**config.mk**
```make
export PLATFORM = sky130hd
export DESIGN_NAME = z80_io_master
export DESIGN_NICKNAME = d
export VERILOG_FILES = /design/src/rtl/vdp_bus_pkg.sv /design/src/rtl/sync2.sv /design/src/rtl/z80_io_master.sv
export SDC_FILE = /design/constraint.sdc
export NUM_CORES = 1
export LEC_CHECK = 0
export ABC_AREA = 1
export BUFFER_PORTS_ARGS = -buffer_cell sky130_fd_sc_hd__buf_2
export CORE_MARGIN = 1
export CORE_UTILIZATION = 40
export DETAILED_ROUTE_END_ITERATION = 16
export PLACE_DENSITY = 0.71
export SLEW_MARGIN = 25
export SYNTH_ARGS = -nofsm -noshare
export SYNTH_HDL_FRONTEND = slang
export SYNTH_SLANG_ARGS = --single-unit
```
**constraint.sdc**
```tcl
create_clock -name clk -period 1.8 [get_ports clk]
set_clock_uncertainty 0.1 [all_clocks]
set_input_delay 0.36 -clock clk [delete_from_list [all_inputs] [get_ports clk]]
set_output_delay 0.36 -clock clk [all_outputs]
set_load 0.01 [all_outputs]
```
**src/rtl/vdp_bus_pkg.sv**
```systemverilog
// Shared types and constants for the Z80-style I/O bus toward the VDP port decoder.
package vdp_bus_pkg;

  // Bus cycle phases of the I/O master
  typedef enum logic [2:0] {
    S_IDLE,
    S_T1,
    S_T2,
    S_TW,
    S_T3,
    S_GAP
  } z80io_state_t;

  // VDP port map
  localparam logic [7:0] VDP_DATA_PORT   = 8'hBE;
  localparam logic [7:0] VDP_CTRL_PORT   = 8'hBF;
  localparam logic [7:0] VDP_VCOUNT_PORT = 8'h7E;

  // Counter widths: wait states are 0..3, idle gap is 1..7
  localparam int unsigned WAIT_W = 2;
  localparam int unsigned GAP_W  = 3;

  // True when a port address hits one of the VDP ports
  function automatic logic is_vdp_port(input logic [7:0] port);
    return (port == VDP_DATA_PORT) || (port == VDP_CTRL_PORT) ||
           (port == VDP_VCOUNT_PORT);
  endfunction

endpackage

```
**src/rtl/sync2.sv**
```systemverilog
// Two-flop synchronizer whose flops reset to 1 (idle level of an active-low line).
module sync2 (
  input  logic clk,
  input  logic rst_L,
  input  logic d,
  output logic q
);

  logic meta;

  // Resample the asynchronous input twice before use
  always_ff @(posedge clk or negedge rst_L) begin
    if (!rst_L) begin
      meta <= 1'b1;
      q    <= 1'b1;
    end else begin
      meta <= d;
      q    <= meta;
    end
  end

endmodule

```
**src/rtl/z80_io_master.sv**
```systemverilog
// Z80-style I/O cycle initiator: host requests plus autonomous VDP IRQ status reads.
module z80_io_master
  import vdp_bus_pkg::*;
#(
  parameter int unsigned WAIT_STATES = 1,
  parameter int unsigned IDLE_GAP    = 1,
  parameter int unsigned IRQ_HOLDOFF = 8
) (
  input  logic       clk,
  input  logic       rst_L,
  input  logic       req_valid,
  output logic       req_ready,
  input  logic       req_write,
  input  logic [7:0] req_port,
  input  logic [7:0] req_wdata,
  output logic       rsp_valid,
  output logic [7:0] rsp_rdata,
  input  logic       irq_en,
  output logic       status_valid,
  output logic [7:0] status_data,
  input  logic       INT_L,
  output logic [7:0] addr_bus_out,
  output logic [7:0] data_bus_out,
  output logic       data_oe,
  input  logic [7:0] data_bus_in,
  output logic       IORQ_L,
  output logic       RD_L,
  output logic       WR_L,
  output logic       M1_L,
  output logic       busy
);

  localparam int unsigned HOLD_W = (IRQ_HOLDOFF < 2) ? 1 : $clog2(IRQ_HOLDOFF + 1);

  z80io_state_t      state;
  logic [WAIT_W-1:0] wait_cnt;
  logic [GAP_W-1:0]  gap_cnt;
  logic [HOLD_W-1:0] holdoff;
  logic              is_irq;
  logic              is_write;
  logic              int_sync;
  logic              irq_take;

  // No interrupt-acknowledge cycles are ever issued
  assign M1_L = 1'b1;

  sync2 u_int_sync (
    .clk   (clk),
    .rst_L (rst_L),
    .d     (INT_L),
    .q     (int_sync)
  );

  // IRQ service wins the IDLE slot; ready is a decode of flops plus the enable
  assign irq_take  = irq_en && !int_sync && (holdoff == '0);
  assign req_ready = (state == S_IDLE) && !irq_take;

  // Bus cycle sequencer with registered strobes, address, data and responses
  always_ff @(posedge clk or negedge rst_L) begin
    if (!rst_L) begin
      state        <= S_IDLE;
      wait_cnt     <= '0;
      gap_cnt      <= '0;
      holdoff      <= '0;
      is_irq       <= 1'b0;
      is_write     <= 1'b0;
      IORQ_L       <= 1'b1;
      RD_L         <= 1'b1;
      WR_L         <= 1'b1;
      addr_bus_out <= 8'h00;
      data_bus_out <= 8'h00;
      data_oe      <= 1'b0;
      rsp_valid    <= 1'b0;
      rsp_rdata    <= 8'h00;
      status_valid <= 1'b0;
      status_data  <= 8'h00;
      busy         <= 1'b0;
    end else begin
      rsp_valid    <= 1'b0;
      status_valid <= 1'b0;
      if (holdoff != '0) begin
        holdoff <= holdoff - HOLD_W'(1);
      end

      case (state)
        S_IDLE: begin
          if (irq_take) begin
            is_irq       <= 1'b1;
            is_write     <= 1'b0;
            addr_bus_out <= VDP_CTRL_PORT;
            data_bus_out <= 8'h00;
            data_oe      <= 1'b0;
            busy         <= 1'b1;
            state        <= S_T1;
          end else if (req_valid) begin
            is_irq       <= 1'b0;
            is_write     <= req_write;
            addr_bus_out <= req_port;
            data_bus_out <= req_write ? req_wdata : 8'h00;
            data_oe      <= req_write;
            busy         <= 1'b1;
            state        <= S_T1;
          end
        end

        S_T1: begin
          IORQ_L <= 1'b0;
          RD_L   <= is_write;
          WR_L   <= !is_write;
          state  <= S_T2;
        end

        S_T2: begin
          wait_cnt <= WAIT_W'(1);
          state    <= (WAIT_STATES == 0) ? S_T3 : S_TW;
        end

        S_TW: begin
          if (wait_cnt == WAIT_W'(WAIT_STATES)) begin
            state <= S_T3;
          end else begin
            wait_cnt <= wait_cnt + WAIT_W'(1);
          end
        end

        S_T3: begin
          IORQ_L  <= 1'b1;
          RD_L    <= 1'b1;
          WR_L    <= 1'b1;
          data_oe <= 1'b0;
          gap_cnt <= GAP_W'(1);
          state   <= S_GAP;
          if (is_irq) begin
            status_valid <= 1'b1;
            status_data  <= data_bus_in;
            holdoff      <= HOLD_W'(IRQ_HOLDOFF);
          end else begin
            rsp_valid <= 1'b1;
            rsp_rdata <= is_write ? 8'h00 : data_bus_in;
          end
        end

        S_GAP: begin
          if (gap_cnt >= GAP_W'(IDLE_GAP)) begin
            busy  <= 1'b0;
            state <= S_IDLE;
          end else begin
            gap_cnt <= gap_cnt + GAP_W'(1);
          end
        end

        default: begin
          IORQ_L <= 1'b1;
          RD_L   <= 1'b1;
          WR_L   <= 1'b1;
          busy   <= 1'b0;
          state  <= S_IDLE;
        end
      endcase
    end
  end

endmodule

```
# == Yosys cells after proc, flatten, opt, wreduce, memory -nomap -nowiden ==
# Index checks and enable logic that the tools add are counted.
# op_classes
n_addsub,3
n_mul,0
div_mod_pow,0
magnitude_cmp,1
n_eq_ne,11
n_shift,0
muxes,34
bitwise_logic,2
n_reduce_logical,23
# op_table
op,count
$mux W8,6
$pmux W3 S6,1
$mux W3,5
$mux W4,3
$reduce_and A2 Y1,6
$mux W1,11
$ne A2 B2 Y1 const B,4
$pmux W1 S2,4
$reduce_bool A2 Y1,4
$reduce_or A4 Y1,2
$eq A3 B2 Y1 const B,2
$eq A3 B3 Y1 const B,2
$pmux W3 S2,1
$reduce_and A3 Y1,2
$logic_not A4 Y1,1
$pmux W2 S2,1
$reduce_bool A4 Y1,1
$sub A4 B1 Y4 const B,1
$add A3 B1 Y3 const B,1
$eq A3 B1 Y1 const B,1
$ge A3 B1 Y1 const B,1
$logic_and A1 B1 Y1,3
$logic_not A1 Y1,3
$logic_not A3 Y1,1
6 further kinds,7
# word_totals
regBits,55
latchBits,0
ram_bits,0
rom_bits,0
inputBits,30
elab_cells,93
n_memories,0

# == Logic depth before layout (Yosys ltp) ==
# logic_depth
ltp_word,5
depth_mapped,10

# == Cells and area by module ==
# From an unflattened synthesis, not the netlist that was laid out.
# unflattened
hier_cells,262
hier_area_um2,2408.6
# modules_own_cells
mod,instances,cells_per_inst,area_per_inst_um2,seq_area_each_um2
z80_io_master,1,260,2356.0,1330.0
sync2,1,2,52.6,52.6

# == Least setup slack after synthesis ==
# Ideal clock, no wire load.
# synth_timing
path_kind,reg-to-output
startpoint,register holdoff[0]
endpoint,output port req_ready
arrival_time_ps,1109
t_required_ps,1340
path_slack_ps,231
path_stages_with_launch,7
n_path_buf,1
path_cell_list,dfrtp_1 -> inv_1 -> ha_1 -> nand2_2 -> nor2_4 -> buf_6 -> nor2_1
# synth_via
elab_chain_cells,4
# synth_rtl
element,line_no,text
start: declaration,z80_io_master.sv:38,logic [HOLD_W-1:0] holdoff;
start signal: assignment,z80_io_master.sv:82,holdoff <= holdoff - HOLD_W'(1);
start signal: assignment,z80_io_master.sv:136,holdoff <= HOLD_W'(IRQ_HOLDOFF);
$logic_not A4 Y1,z80_io_master.sv:55,assign irq_take = irq_en && !int_sync && (holdoff == '0);
$logic_and A1 B1 Y1,z80_io_master.sv:55,
$logic_not A1 Y1,z80_io_master.sv:56,assign req_ready = (state == S_IDLE) && !irq_take;
$logic_and A1 B1 Y1,z80_io_master.sv:56,
end: declaration,z80_io_master.sv:12,"output logic req_ready,"
# Every way passes these cells.

# == Final worst setup path ==
# Same ends and word-level chain as after synthesis.

==> impl_metrics.ini <==
[logic_synthesis]
netlist.area_leader.share_pct = 53.1
synth_nets = 299
yosys-top-cells-area = dfrtp_1 53%, nand2_1 14%, nand3_1 6.2%
ys_seq_elements = 55
syn_area_um2 = 2360
yosys.area.top_type = dfrtp_1
synth_cell_types = 27
synthCells = 265
yosysSeqAreaShare_pct = 58.7
ys.warnings.count = 0
syn_avg_cell_area_um2 = 8.89

[drt]
wl_met3_um = 196
routed.top_layer = met4
vias_per_cell = 4.74
drt_wl_total_mm = 5.31
met1Wirelength_mm = 2.50
avgRoutedWirePerCell_um = 12.4
wl_met2_mm = 2.57
ant_nets = 0
num_vias = 2030
drt_iter0_drc = 116
remaining_drc_errors = 0
first_pass_iters = 4

[global_routing]
track_usage_pct = 18.2
grt_first_pass_wirelength_mm = 8.77
overflow = 0
grt_pass1_vias = 1907
antenna_found_initial = 0
grt_start_max_net_pins = 21

[clock_network]
cts_tree = done
htree_levels = 2
path_clk_slew_ps = 110
clk_latency_ps = 310
cts_root_buf = clkbuf_8
numClockSinks = 55
cts_buffers = 5
cts_buffer_depth = 2

[power_and_ir_drop]
power_density_nw_per_um2 = 1620
leakage_nw = 1.66
p_comb_share_pct = 43.4
clockPowerShare_pct = 14.7
cellInternalPower_mw = 2.98
peakVddDrop_mv = 0.972
switching_share_pct = 39.9
p_switching_mw = 1.97
p_seq_share_pct = 41.9
finalPower_mw = 4.95

[critical_path]
cp.arrival_ps = 1290
critical_path_required_ps = 1340
worst_setup_path_end_kind = primary output
path_class = reg2out
cp-start-kind = register
cp_max_fo = 3

[run]
cap_violations = 0

[final_layout]
drive_gt1_share_pct = 34.8
fin_area_um2 = 3060
layoutNonFillerInstCount = 428
antenna_cells = 0
area_growth_pct = 29.9
final_net_count = 389

[place]
dp.cells = 405
port-buffer-count = 69
place_hpwl_mm = 3.61
placed_area_um2 = 2800
place.gp.congestion = 0.813

[sta]
hold_viol_final = 0
max_freq_ghz = 0.571
setup_violations = 0
drv_slew = 0
post-route-period-util_pct = 97.3
period_needed_ps = 1750
setup_tns_ps = 0
hold_slack_ps = 34.7

[floorplan]
ios = 71
dieWidth_um = 78.7
rows = 27
die_h_um = 78.7
core_um2 = 5610
die-area_um2 = 6200
start_util_pct = 42.0

[worst_hold_path]
hp-class = in2reg

[outcome]
status = finished, final reports clean
[layout by cell type, fill, tap and decap left out, drive strengths merged]
| cell type | count |
|---|---|
| conb | 1 |
| clkinvlp | 1 |
| dfrtp | 50 |
| or2 | 1 |
| a21oi | 6 |
| ha | 4 |
| buf | 89 |
| o22ai | 1 |
| o21ai | 24 |
| dlygate4sd3 | 1 |
| clkinv | 1 |
| clkbuf | 5 |
| nand4 | 1 |
| nand3 | 29 |
| nand2 | 89 |
| dfstp | 5 |
| mux2 | 1 |
| inv | 25 |
| nor2 | 22 |
[through the flow]
step	util (%)	worst slack [ps]
final	54.6	48.5
after global routing	54.6	-24.4
after CTS	52.8	7.55
after detailed placement	49.9	136
after global placement	49.9	182
after floorplan	-	231
[kinds of logic after synthesis]
logic type	after synthesis	share of synthesized area, %
and+or+nand+nor	142	25.9
adders and majority gates	4	2.12
other	1	0.159
buffers and inverters	31	5.89
AOI/OAI and AO/OA	31	6.80
DFF	55	58.7
muxes	1	0.478
[routing by layer]
metal  up-vias  GRT usage, %
met1       957          24.8
met2        51          29.0
li1       1020             -
met4         0          6.48
met3         2          3.56
met5         -             0
[final cells by class]
type	instances	area (um2)
flip-flops and latches	55	1390
clock inverters	3	27.5
fillers	521	2550
inverters	24	90.1
repair buffers	90	524
multi-input cells	179	875
well taps	72	90.1
clock buffers	5	68.8
[registers in the layout, indices dropped and copies added, names as in the netlist]
signal / count
data_oe: 1
state: 3
addr_bus_out: 8
rsp_rdata: 8
wait_cnt: 2
u_int_sync.meta: 1
holdoff: 4
busy: 1
status_data: 8
is_write: 1
RD_L: 1
IORQ_L: 1
WR_L: 1
status_valid: 1
u_int_sync.q: 1
data_bus_out: 8
rsp_valid: 1
is_irq: 1
gap_cnt: 3
[cells in the mapped netlist (all sizes together)]
master and instances:
a21oi 6, buf 5, clkbuf 2, clkinv 1, conb 1, dfrtp 50, dfstp 5, ha 4
inv 23, mux2 1, nand2 89, nand3 29, nand4 1, nor2 22, o21ai 24, o22ai 1
or2 1
[final timing paths]
| kind | from | endpoint | slack, ps | cells after the start |
|---|---|---|---|---|
| setup / recovery | holdoff[0]$_DFF_PN0_ | req_ready | 50 | 6 |
| hold reg to reg | u_int_sync.meta$_DFF_PN1_ | u_int_sync.q$_DFF_PN1_ | 260 | 0 |
| max in group asynchronous | rst_L | rsp_rdata[5]$_DFFE_PN0P_ | 580 | 3 |
| min in group asynchronous | rst_L | addr_bus_out[4]$_DFFE_PN0P_ | 420 | 2 |
| setup reg to reg | state[1]$_DFFE_PN0P_ | is_write$_DFFE_PN0P_ | 200 | 8 |
| hold / removal | INT_L | u_int_sync.meta$_DFF_PN1_ | 30 | 1 |
[what timing repair did]
| item | in CTS | in global routing |
|---|---|---|
| hold buffers | 1 | 0 |
| hold endpoints to repair | 16 | 0 |
| gates resized for setup | 8 | 6 |
| setup endpoints to repair | 1 | 1 |
| pin swaps | 2 | 3 |
| buffers inserted | 4 | 10 |
[worst max-delay path, stage by stage (launching register included)]
cell and delay [ps]:
dfrtp_1 410, inv_2 90, ha_4 160, nand2_4 60, nor2_4 110, nor2_4 50, buf_6 110
[power groups by stage]
| stage | registers [mW] | clock network, mW | logic, mW |
|---|---|---|---|
| 5_1_grt | 2.14 | 0.792 | 2.45 |
| 3_3_place_gp | 2.07 | 0 | 1.76 |
| 6_report | 2.08 | 0.729 | 2.15 |
| 2_1_floorplan | 2.20 | 0 | 1.00 |
| 4_1_cts | 2.05 | 0.746 | 1.94 |
| 3_5_place_dp | 2.06 | 0 | 1.83 |
No activity file was read; power rests on OpenSTA's default activity.
